### config.mk
export PLATFORM = sky130hd
export DESIGN_NAME = ara_irq_router
export DESIGN_NICKNAME = d
export VERILOG_FILES = /design/src/rtl/ara_irq_pkg.sv /design/src/rtl/ara_irq_arbiter.sv /design/src/rtl/ara_irq_router.sv
export SDC_FILE = /design/constraint.sdc
export NUM_CORES = 2
export LEC_CHECK = 0
export ABC_AREA = 1
export CAP_MARGIN = 10
export CORE_UTILIZATION = 55
export DETAILED_ROUTE_END_ITERATION = 7
export PLACE_DENSITY = 0.72
export SYNTH_ARGS = -nofsm -noshare
export SYNTH_HDL_FRONTEND = slang
export SYNTH_HIERARCHICAL = 1
export SYNTH_SLANG_ARGS = --single-unit
### constraint.sdc
create_clock -name clk_i -period 44.1 [get_ports clk_i]
set_input_delay 11.025 -clock clk_i [delete_from_list [all_inputs] [get_ports clk_i]]
set_output_delay 11.025 -clock clk_i [all_outputs]
set_load 0.02 [all_outputs]
### src/rtl/ara_irq_pkg.sv
// Shared definitions for the ara_irq_router interrupt block:
// register word offsets, gateway state encoding and the id-width helper.
package ara_irq_pkg;

  // Base word indices of the register windows
  localparam logic [7:0] REG_PRIO     = 8'h00;
  localparam logic [7:0] REG_ENABLE   = 8'h20;
  localparam logic [7:0] REG_THRESH   = 8'h40;
  localparam logic [7:0] REG_CLAIM    = 8'h60;
  localparam logic [7:0] REG_MSIP     = 8'h80;
  localparam logic [7:0] REG_MTIME_LO = 8'hA0;
  localparam logic [7:0] REG_MTIME_HI = 8'hA1;
  localparam logic [7:0] REG_MTIMECMP = 8'hB0;

  // Per-source gateway state
  typedef enum logic [1:0] {
    GW_IDLE     = 2'd0,
    GW_PENDING  = 2'd1,
    GW_INFLIGHT = 2'd2
  } gw_state_e;

  // Bits needed to encode values 0..n-1 (minimum 1)
  function automatic int clog2(input int n);
    int r;
    r = 1;
    for (int i = 1; i < 32; i++) begin
      if ((1 << i) < n) r = i + 1;
    end
    return r;
  endfunction

endpackage

### src/rtl/ara_irq_arbiter.sv
// Per-context selection: among pending and enabled sources whose priority
// exceeds the context threshold, pick the highest priority; on a tie the
// lowest id wins. Purely combinational; id 0 means nothing qualifies.
module ara_irq_arbiter
  import ara_irq_pkg::*;
#(
  parameter int NrSources = 8,
  parameter int PrioWidth = 3,
  parameter int IdW       = clog2(NrSources + 1)
) (
  input  logic [NrSources-1:0]                pending,
  input  logic [NrSources-1:0]                enable,
  input  logic [NrSources-1:0][PrioWidth-1:0] prio,
  input  logic [PrioWidth-1:0]                thresh,
  output logic [IdW-1:0]                      id,
  output logic                                valid
);

  logic [PrioWidth-1:0] best_prio;
  logic [IdW-1:0]       best_id;

  // Scan ids upward; a strict compare keeps the lowest id on ties and,
  // starting from the threshold, excludes priority 0 automatically.
  always_comb begin
    best_prio = thresh;
    best_id   = '0;
    for (int s = 0; s < NrSources; s++) begin
      if (pending[s] && enable[s] && (prio[s] > best_prio)) begin
        best_prio = prio[s];
        best_id   = IdW'(s + 1);
      end
    end
  end

  assign id    = best_id;
  assign valid = (best_id != '0);

endmodule

### src/rtl/ara_irq_router.sv
// ara_irq_router: PLIC-style gateway/arbiter plus CLINT-style msip/mtime
// block behind one register slave port, serving NrHarts harts.
// Context 2h is M-mode of hart h, context 2h+1 is S-mode of hart h.
// Optional build macro ARA_IRQ_SYNC_EN: adds a 2-flop synchroniser on src_i.
module ara_irq_router
  import ara_irq_pkg::*;
#(
  parameter int NrHarts   = 4,
  parameter int NrSources = 8,
  parameter int PrioWidth = 3
) (
  input  logic                   clk_i,
  input  logic                   rst_i,
  input  logic [NrSources-1:0]   src_i,
  input  logic                   rtc_i,
  input  logic                   reg_valid_i,
  output logic                   reg_ready_o,
  input  logic                   reg_we_i,
  input  logic [7:0]             reg_addr_i,
  input  logic [31:0]            reg_wdata_i,
  output logic                   reg_rvalid_o,
  output logic [31:0]            reg_rdata_o,
  output logic [2*NrHarts-1:0]   irq_o,
  output logic [NrHarts-1:0]     ipi_o,
  output logic [NrHarts-1:0]     time_irq_o
);

  localparam int NrCtx = 2 * NrHarts;
  localparam int IdW   = clog2(NrSources + 1);

  logic                                ready_p0;
  logic                                wr_en;
  logic                                rd_en;
  logic [NrSources-1:0]                line;
  logic [NrSources-1:0][PrioWidth-1:0] prio;
  logic [NrCtx-1:0][NrSources-1:0]     enable;
  logic [NrCtx-1:0][PrioWidth-1:0]     thresh;
  logic [NrHarts-1:0]                  msip;
  logic [63:0]                         mtime;
  logic [63:0]                         mtime_next;
  logic [NrHarts-1:0][63:0]            mtimecmp;
  gw_state_e                           gw_state [NrSources];
  gw_state_e                           gw_next  [NrSources];
  logic [NrSources-1:0]                pending;
  logic [NrCtx-1:0][IdW-1:0]           arb_id;
  logic [NrCtx-1:0]                    arb_valid;
  logic                                claim_hit;
  logic                                cmpl_hit;
  logic [IdW-1:0]                      claim_id;
  logic [31:0]                         rd_data;
  logic [31:0]                         rdata_p1;
  logic                                rvalid_p1;
  logic [NrCtx-1:0]                    irq_p1;
  logic [NrHarts-1:0]                  ipi_p1;
  logic [NrHarts-1:0]                  tirq_p1;

  assign reg_ready_o  = ready_p0;
  assign wr_en        = reg_valid_i & ready_p0 & reg_we_i;
  assign rd_en        = reg_valid_i & ready_p0 & ~reg_we_i;
  assign reg_rvalid_o = rvalid_p1;
  assign reg_rdata_o  = rdata_p1;
  assign irq_o        = irq_p1;
  assign ipi_o        = ipi_p1;
  assign time_irq_o   = tirq_p1;

`ifdef ARA_IRQ_SYNC_EN
  logic [NrSources-1:0] sync_p0;
  logic [NrSources-1:0] sync_p1;

  // Two-flop synchroniser for asynchronous source lines
  always_ff @(posedge clk_i or posedge rst_i) begin
    if (rst_i) begin
      sync_p0 <= '0;
      sync_p1 <= '0;
    end else begin
      sync_p0 <= src_i;
      sync_p1 <= sync_p0;
    end
  end

  assign line = sync_p1;
`else
  assign line = src_i;
`endif

  // Slave is held not-ready during reset and ready forever after
  always_ff @(posedge clk_i or posedge rst_i) begin
    if (rst_i) ready_p0 <= 1'b0;
    else       ready_p0 <= 1'b1;
  end

  // Configuration register writes (priority, enable, threshold, msip, mtimecmp)
  always_ff @(posedge clk_i or posedge rst_i) begin
    if (rst_i) begin
      prio     <= '0;
      enable   <= '0;
      thresh   <= '0;
      msip     <= '0;
      mtimecmp <= '1;
    end else if (wr_en) begin
      for (int s = 1; s <= NrSources; s++) begin
        if (reg_addr_i == REG_PRIO + 8'(s)) prio[s-1] <= reg_wdata_i[PrioWidth-1:0];
      end
      for (int c = 0; c < NrCtx; c++) begin
        if (reg_addr_i == REG_ENABLE + 8'(c)) enable[c] <= reg_wdata_i[NrSources:1];
        if (reg_addr_i == REG_THRESH + 8'(c)) thresh[c] <= reg_wdata_i[PrioWidth-1:0];
      end
      for (int h = 0; h < NrHarts; h++) begin
        if (reg_addr_i == REG_MSIP + 8'(h)) msip[h] <= reg_wdata_i[0];
        if (reg_addr_i == REG_MTIMECMP + 8'(2 * h))     mtimecmp[h][31:0]  <= reg_wdata_i;
        if (reg_addr_i == REG_MTIMECMP + 8'(2 * h + 1)) mtimecmp[h][63:32] <= reg_wdata_i;
      end
    end
  end

  // Timebase: a register write replaces that half and suppresses the tick
  always_comb begin
    mtime_next = mtime;
    if (rtc_i) mtime_next = mtime + 64'd1;
    if (wr_en && (reg_addr_i == REG_MTIME_LO)) mtime_next = {mtime[63:32], reg_wdata_i};
    if (wr_en && (reg_addr_i == REG_MTIME_HI)) mtime_next = {reg_wdata_i, mtime[31:0]};
  end

  // mtime register
  always_ff @(posedge clk_i or posedge rst_i) begin
    if (rst_i) mtime <= '0;
    else       mtime <= mtime_next;
  end

  // Claim/complete window decode; claim id is the addressed context's winner
  always_comb begin
    claim_hit = 1'b0;
    cmpl_hit  = 1'b0;
    claim_id  = '0;
    for (int c = 0; c < NrCtx; c++) begin
      if (reg_addr_i == REG_CLAIM + 8'(c)) begin
        claim_hit = rd_en;
        cmpl_hit  = wr_en;
        claim_id  = arb_id[c];
      end
    end
  end

  // Gateway state register
  always_ff @(posedge clk_i or posedge rst_i) begin
    if (rst_i) begin
      for (int s = 0; s < NrSources; s++) gw_state[s] <= GW_IDLE;
    end else begin
      for (int s = 0; s < NrSources; s++) gw_state[s] <= gw_next[s];
    end
  end

  // Gateway next state: level latch, claim hand-off, completion release
  always_comb begin
    for (int s = 0; s < NrSources; s++) begin
      gw_next[s] = gw_state[s];
      pending[s] = (gw_state[s] == GW_PENDING);
      case (gw_state[s])
        GW_IDLE:     if (line[s]) gw_next[s] = GW_PENDING;
        GW_PENDING:  if (claim_hit && (claim_id == IdW'(s + 1))) gw_next[s] = GW_INFLIGHT;
        GW_INFLIGHT: if (cmpl_hit && (reg_wdata_i == 32'(s + 1))) gw_next[s] = GW_IDLE;
        default:     gw_next[s] = GW_IDLE;
      endcase
    end
  end

  for (genvar c = 0; c < NrCtx; c++) begin : g_ctx
    ara_irq_arbiter #(
      .NrSources (NrSources),
      .PrioWidth (PrioWidth),
      .IdW       (IdW)
    ) u_arb (
      .pending (pending),
      .enable  (enable[c]),
      .prio    (prio),
      .thresh  (thresh[c]),
      .id      (arb_id[c]),
      .valid   (arb_valid[c])
    );
  end

  // Read data mux; unmapped addresses read as zero
  always_comb begin
    rd_data = '0;
    for (int s = 1; s <= NrSources; s++) begin
      if (reg_addr_i == REG_PRIO + 8'(s)) rd_data = 32'(prio[s-1]);
    end
    for (int c = 0; c < NrCtx; c++) begin
      if (reg_addr_i == REG_ENABLE + 8'(c)) rd_data = 32'({enable[c], 1'b0});
      if (reg_addr_i == REG_THRESH + 8'(c)) rd_data = 32'(thresh[c]);
      if (reg_addr_i == REG_CLAIM + 8'(c))  rd_data = 32'(arb_id[c]);
    end
    for (int h = 0; h < NrHarts; h++) begin
      if (reg_addr_i == REG_MSIP + 8'(h))             rd_data = 32'(msip[h]);
      if (reg_addr_i == REG_MTIMECMP + 8'(2 * h))     rd_data = mtimecmp[h][31:0];
      if (reg_addr_i == REG_MTIMECMP + 8'(2 * h + 1)) rd_data = mtimecmp[h][63:32];
    end
    if (reg_addr_i == REG_MTIME_LO) rd_data = mtime[31:0];
    if (reg_addr_i == REG_MTIME_HI) rd_data = mtime[63:32];
  end

  // Read response: one cycle after acceptance, writes get no response
  always_ff @(posedge clk_i or posedge rst_i) begin
    if (rst_i) begin
      rvalid_p1 <= 1'b0;
      rdata_p1  <= '0;
    end else begin
      rvalid_p1 <= rd_en;
      if (rd_en) rdata_p1 <= rd_data;
    end
  end

  // ---- output stage: registered interrupt lines ----
  always_ff @(posedge clk_i or posedge rst_i) begin
    if (rst_i) begin
      irq_p1  <= '0;
      ipi_p1  <= '0;
      tirq_p1 <= '0;
    end else begin
      irq_p1 <= arb_valid;
      ipi_p1 <= msip;
      for (int h = 0; h < NrHarts; h++) tirq_p1[h] <= (mtime >= mtimecmp[h]);
    end
  end

endmodule

=== After elaboration in Yosys (flattened, before gate mapping) ===
Index checks and enable logic that the tools add are counted.
Widths: inputs -> output; s select.

* Add/sub/neg operators: 1
* Eq/ne operators: 103
* Shift operators: 0
* Divide/modulo/power cells: 0
* Reductions and logical operators: 210
* Magnitude comparators: 68
* Multiplexer cells: 225
* Bitwise logic cells: 5
* Multiply operators: 0

{| class="wikitable"
|+ Operator list
! operator !! number
|-
| $mux 32 || 53
|-
| $mux 3 || 89
|-
| $eq 32x3->1 const B || 8
|-
| $ge 64x64->1 || 4
|-
| $reduce_bool 32->1 || 8
|-
| $gt 3x3->1 || 64
|-
| $mux 64 || 3
|-
| $logic_and 1x1->1 || 146
|-
| $eq 32x2->1 const B || 4
|-
| $eq 8x7->1 const B || 16
|-
| $eq 8x8->1 const B || 14
|-
| $mux 2 || 40
|-
| $reduce_and 2->1 || 38
|-
| $add 64x1->64 const B || 1
|-
| $eq 32x1->1 const B || 2
|-
| $eq 32x4->1 const B || 2
|-
| $eq 8x6->1 const B || 8
|-
| $ne 2x2->1 const B || 24
|-
| $pmux 2 s3 || 8
|-
| $eq 8x3->1 const B || 4
|-
| $mux 4 || 8
|-
| $mux 1 || 24
|-
| $reduce_and 3->1 || 8
|-
| $eq 2x1->1 const B || 8
|-
| other kinds (9) || 28
|}

* Bits in registers: 502
* Memories: 0
* Bits in read-only memories: 0
* Latch bits: 0
* Bits of input ports: 53
* Bits in writable memories: 0
* Output and inout port bits: 50
* Word-level logic and storage cells: 664

=== Longest topological paths before layout ===
* Depth after elaboration: 61
* Mapped depth: 82
* Mapped depth without buffers: 82

=== Hierarchy ===
Netlist, hierarchy kept.

{| class="wikitable"
|+ Modules (own cells, without submodules)
! module !! cells an instance !! times used !! seq. area each (µm²) !! area each (µm²)
|-
| ara_irq_router || 4155 || 1 || 12882.4 || 31906.9
|-
| ara_irq_arbiter at g_ctx[4].u_arb ... || 207 || 4 || 0.0 || 1276.2
|-
| ara_irq_arbiter at g_ctx[0].u_arb ... || 209 || 4 || 0.0 || 1275.0
|}

=== Least setup slack after synthesis ===
OpenSTA, ideal clock, no wires.

* Kind: in2reg
* From: input port reg_addr_i[3]
* To: register mtime[36]
* Data arrival time: 13351 ps
* Setup time: 140 ps
* Path slack: 30609 ps
* Buffers on the path: 2
* Data required time: 43960 ps
* Cell stages on the path: 14
* Cells stage by stage: inv_1 nand2_1 nor2_1 inv_1 nor2_1 inv_1 nor2_1 inv_1 buf_2 nand2_1 clkinv_1 clkbuf_1 a21oi_1 a22oi_1

* Cells in the longest elaborated chain, start to end: 4
* Elaborated cells between the ends (all ways): 8
* Those cells by class: eq/ne: 3; mux: 1; reduce/logical: 4

{| class="wikitable"
|+ RTL lines
! what !! RTL line !! source
|-
| start: declaration || ara_irq_router.sv:19 || <nowiki>input logic [7:0] reg_addr_i,</nowiki>
|-
| $eq 8x8->1, on equally long branches || ara_irq_router.sv:120, ara_irq_router.sv:121 ||
|-
| $logic_and 1x1->1, on equally long branches || ara_irq_router.sv:120, ara_irq_router.sv:121 ||
|-
| $ne 2x1->1 (no line) or $reduce_bool 2->1 (tied branches) || n/a ||
|-
| $reduce_and 2->1 (no line) || n/a ||
|-
| end signal: assignment || ara_irq_router.sv:127 || <nowiki>else mtime <= mtime_next;</nowiki>
|-
| end: declaration || ara_irq_router.sv:39 || <nowiki>logic [63:0] mtime;</nowiki>
|}

Several ways; a longest one is shown, not always the timed one.
A chain may end at the register's enable or synchronous reset.

=== Worst setup path in the final report ===
* From: input port reg_addr_i[1]
* To: register mtime[42]

The elaborated chain is that of the path after synthesis.

==> out/qor.txt <==
Buf/Inv on CP -> 8
clk sinks -> 502
worst hold path class -> flip-flop to flip-flop
Layout Nets -> 6293
Crit path top cell by count -> inv_1
post-synthesis cell area -> 42100 sq um
Clock Pin Slew Worst Setup and Hold Paths -> 0.06 ns
Max Fclk -> 63.5 MHz
Yosys cell types -> 69
Tmin final -> 15.74 ns
critical path's top delay family -> buffers and inverters
share of the yosys chip area belonging to registers -> 0.306
period utilization -> 0.357
max incr delay on CP -> 0.99 ns
Initial Util -> 0.555
largest net degree at the start of global routing -> 107
Slew HR -> 0.204
CP max FO -> 36
Setup Total Neg Slack -> 0 ns
clk_lat worst skew -> 0.65 ns
NetSw -> 432 uW
final WL -> 145000 microns
Final Hold Fails -> 0
Area Overhead vs Synth -> 7.95%
antenna violations before repair -> 3
std cell rows -> 101
# IOs -> 103
leak pwr -> 0.0198 uW
Post-synth EDFFs -> 0
Die Footprint -> 77700 sq um
Synth Instances -> 5819
layout cell share with drive strength beyond 1 -> 0.144
register share of total power -> 0.406
Iteration-0 DRC Markers -> 4396
max-slew violation count -> 0
diode count -> 0
clock share of power -> 0.397
port bufs -> 102
vias in the first global route -> 37100
clock root buffer -> clkbuf_16
Setup CP Type -> input pin to flip-flop
vias per cell -> 5.85
Via Count -> 40400
final instance area -> 45500 sq um
GRT overflow -> 0
area of the multi-input gates -> 24800 sq um
WL met1 -> 60500 microns
H-tree levels -> 2
post-route ant nets -> 0
P_int -> 880 uW
CTS tree -> yes
max layer used -> met5
GRT Total Usage -> 0.370
clock buffer count from CTS -> 59
unrepaired setup endpoints after global routing -> no
number of synthesized register bits -> 502
Reg area -> 12900 sq um
Comb pwr share -> 0.197
metal2 WL -> 63000 microns
detailed-route wire length per cell -> 21.1 microns
peak supply drop -> 0.0408 mV
Synth Flop Type -> dfstp_2
CTS resizes -> 0
async set-or-reset flop fraction in the synthesized netlist -> 1.00
nature of the critical path endpoint -> flip-flop
Max-Cap Viols -> 0
first-pass GRT wire length -> 221000 microns
setup slack after layout -> 28.36 ns
DP Wirelength -> 108000 microns
critical path arrival -> 16.22 ns
hold-fix buffers at CTS -> 0
Post-Syn Area per Cell -> 7.24 sq um
# setup viols final -> 0
Die H -> 279 microns
DRT Pass-1 Iters -> 6
GPL Wtd Cong -> 1.01
Startpoint Class -> input pin
die span in x -> 279 microns
worst slew pin tran -> 1.19 ns
CP required -> 44.59 ns
CP cell instances -> clkdlybuf4s50_1 > inv_1 > nand2_1 > nor2_1 > inv_1 > nor2_2 > buf_4 > inv_1 > nor2_1 > buf_4 > inv_1 > nand2_1 > clkinv_1 > a21oi_1 > a22oi_1
status -> finished clean
Fin Clk Skew -> 0.0280 ns
clk buf depth -> 3
postcts setup bufs -> 0
filler instances -> 7043
synthesis warning total -> 6
core footprint -> 75800 sq um
met3 WL post-DR -> 13200 microns
slowest stage cell, crit path -> clkinv_1
sw frac -> 0.329
dpl ws -> 27.96 ns
pwr dens -> 28.9 nW/um^2
# DRC -> 0
placed cell area -> 43400 sq um
[synthesized netlist by cell type (all sizes together), types with 10 or more instances]
cell / count / area, sq um
nand3: 324 / 2000
o31ai: 17 / 148
a221oi: 47 / 412
a22o: 15 / 131
and2: 24 / 170
buf: 238 / 1740
nor2: 262 / 1040
a22oi: 14 / 110
clkbuf: 151 / 567
nand4: 160 / 1010
o211ai: 20 / 170
o21a: 26 / 195
a31oi: 19 / 144
xor2: 20 / 175
nand2: 1501 / 6210
o221ai: 25 / 219
o21ai: 629 / 3150
dfrtp: 246 / 6160
dfstp: 256 / 6730
or2: 34 / 213
a21oi: 365 / 2010
nor3: 92 / 526
nor4: 41 / 257
ha: 369 / 4620
a211oi: 52 / 410
clkinv: 10 / 37.5
inv: 791 / 2970
[stage by stage]
stage               utilization  total power, uW  hold WS [ns]  std cells
floorplan                     -              697         0.354       6035
detailed placement        0.572              789         0.463       6788
finish                    0.600             1310         0.468       6899
global route              0.600             1360         0.487       6899
CTS                       0.600             1310         0.471       6899
global placement          0.572              781         0.457       6788
[state kept, by name, indices dropped and copies added (netlist names)]
signal,cells
enable,64
gw_state,16
ipi_o,4
irq_o,8
msip,4
mtime,64
mtimecmp,256
prio,24
reg_rdata_o,32
reg_ready_o,1
reg_rvalid_o,1
thresh,24
time_irq_o,4
[cell families (layout without fill, tap and decap cells)]
| logic type | after synthesis | in the layout | synth area share |
|---|---|---|---|
| buf+inv | 1190 | 1076 | 0.126 |
| xor+xnor | 20 | 20 | 0.00416 |
| compound gates | 1281 | 1281 | 0.180 |
| flops | 502 | 502 | 0.306 |
| fa+ha+maj | 369 | 369 | 0.110 |
| other cells | 9 | 225 | 0.000802 |
| simple gates | 2448 | 2448 | 0.273 |
[final timing paths]
check / startpoint / end / slack (ns) / cells after the start
max in group asynchronous: rst_i / thresh[21]$_DFFE_PP0P_ / 30.79 / 4
min in group asynchronous: rst_i / reg_rdata_o[27]$_DFFE_PP0P_ / 10.92 / 2
min: gw_state[2]$_DFFE_PP0P_ / gw_state[2]$_DFFE_PP0P_ / 0.47 / 1
max reg2reg: prio[2]$_DFFE_PP0P_ / gw_state[1]$_DFFE_PP0P_ / 32.28 / 66
min reg2reg: gw_state[2]$_DFFE_PP0P_ / gw_state[2]$_DFFE_PP0P_ / 0.47 / 1
max: reg_addr_i[1] / mtime[42]$_DFFE_PP0P_ / 28.36 / 15
[power by group through the flow]
stage | Combinational, uW | Sequential (uW) | Clock (uW)
finish | 258 | 533 | 521
global route | 289 | 533 | 542
CTS | 253 | 530 | 524
detailed placement | 251 | 537 | 0
global placement | 244 | 537 | 0
floorplan | 182 | 515 | 0
[metal layers]
metal,GRT usage,up-vias
met3,0.0601,405
li1,-,19200
met5,0,-
met2,0.575,1939
met1,0.498,18800
met4,0.188,6
[cells in the final DEF (no fill, tap or decap), types with 47 or more instances in the layout]
cell	count
dfstp_2	256
conb_1	225
nand3_1	249
nand4_1	158
a211oi_1	48
nand2_1	1334
ha_1	369
buf_4	62
nand3_2	75
clkbuf_16	62
clkdlybuf4s50_1	102
nor2_1	227
nor3_1	84
dfrtp_1	246
nand2_2	131
inv_1	744
o21ai_0	614
a221oi_1	47
a21oi_1	332
[layout make-up]
type / count / area share
repair buffers: 164 / 0.0327
clock buffers: 86 / 0.0390
inverters: 801 / 0.0663
well taps: 978 / 0.0269
clock inverters: 25 / 0.00617
flip-flops and latches: 502 / 0.283
multi-input cells: 4343 / 0.546
No activity file was read; power rests on OpenSTA's default activity.
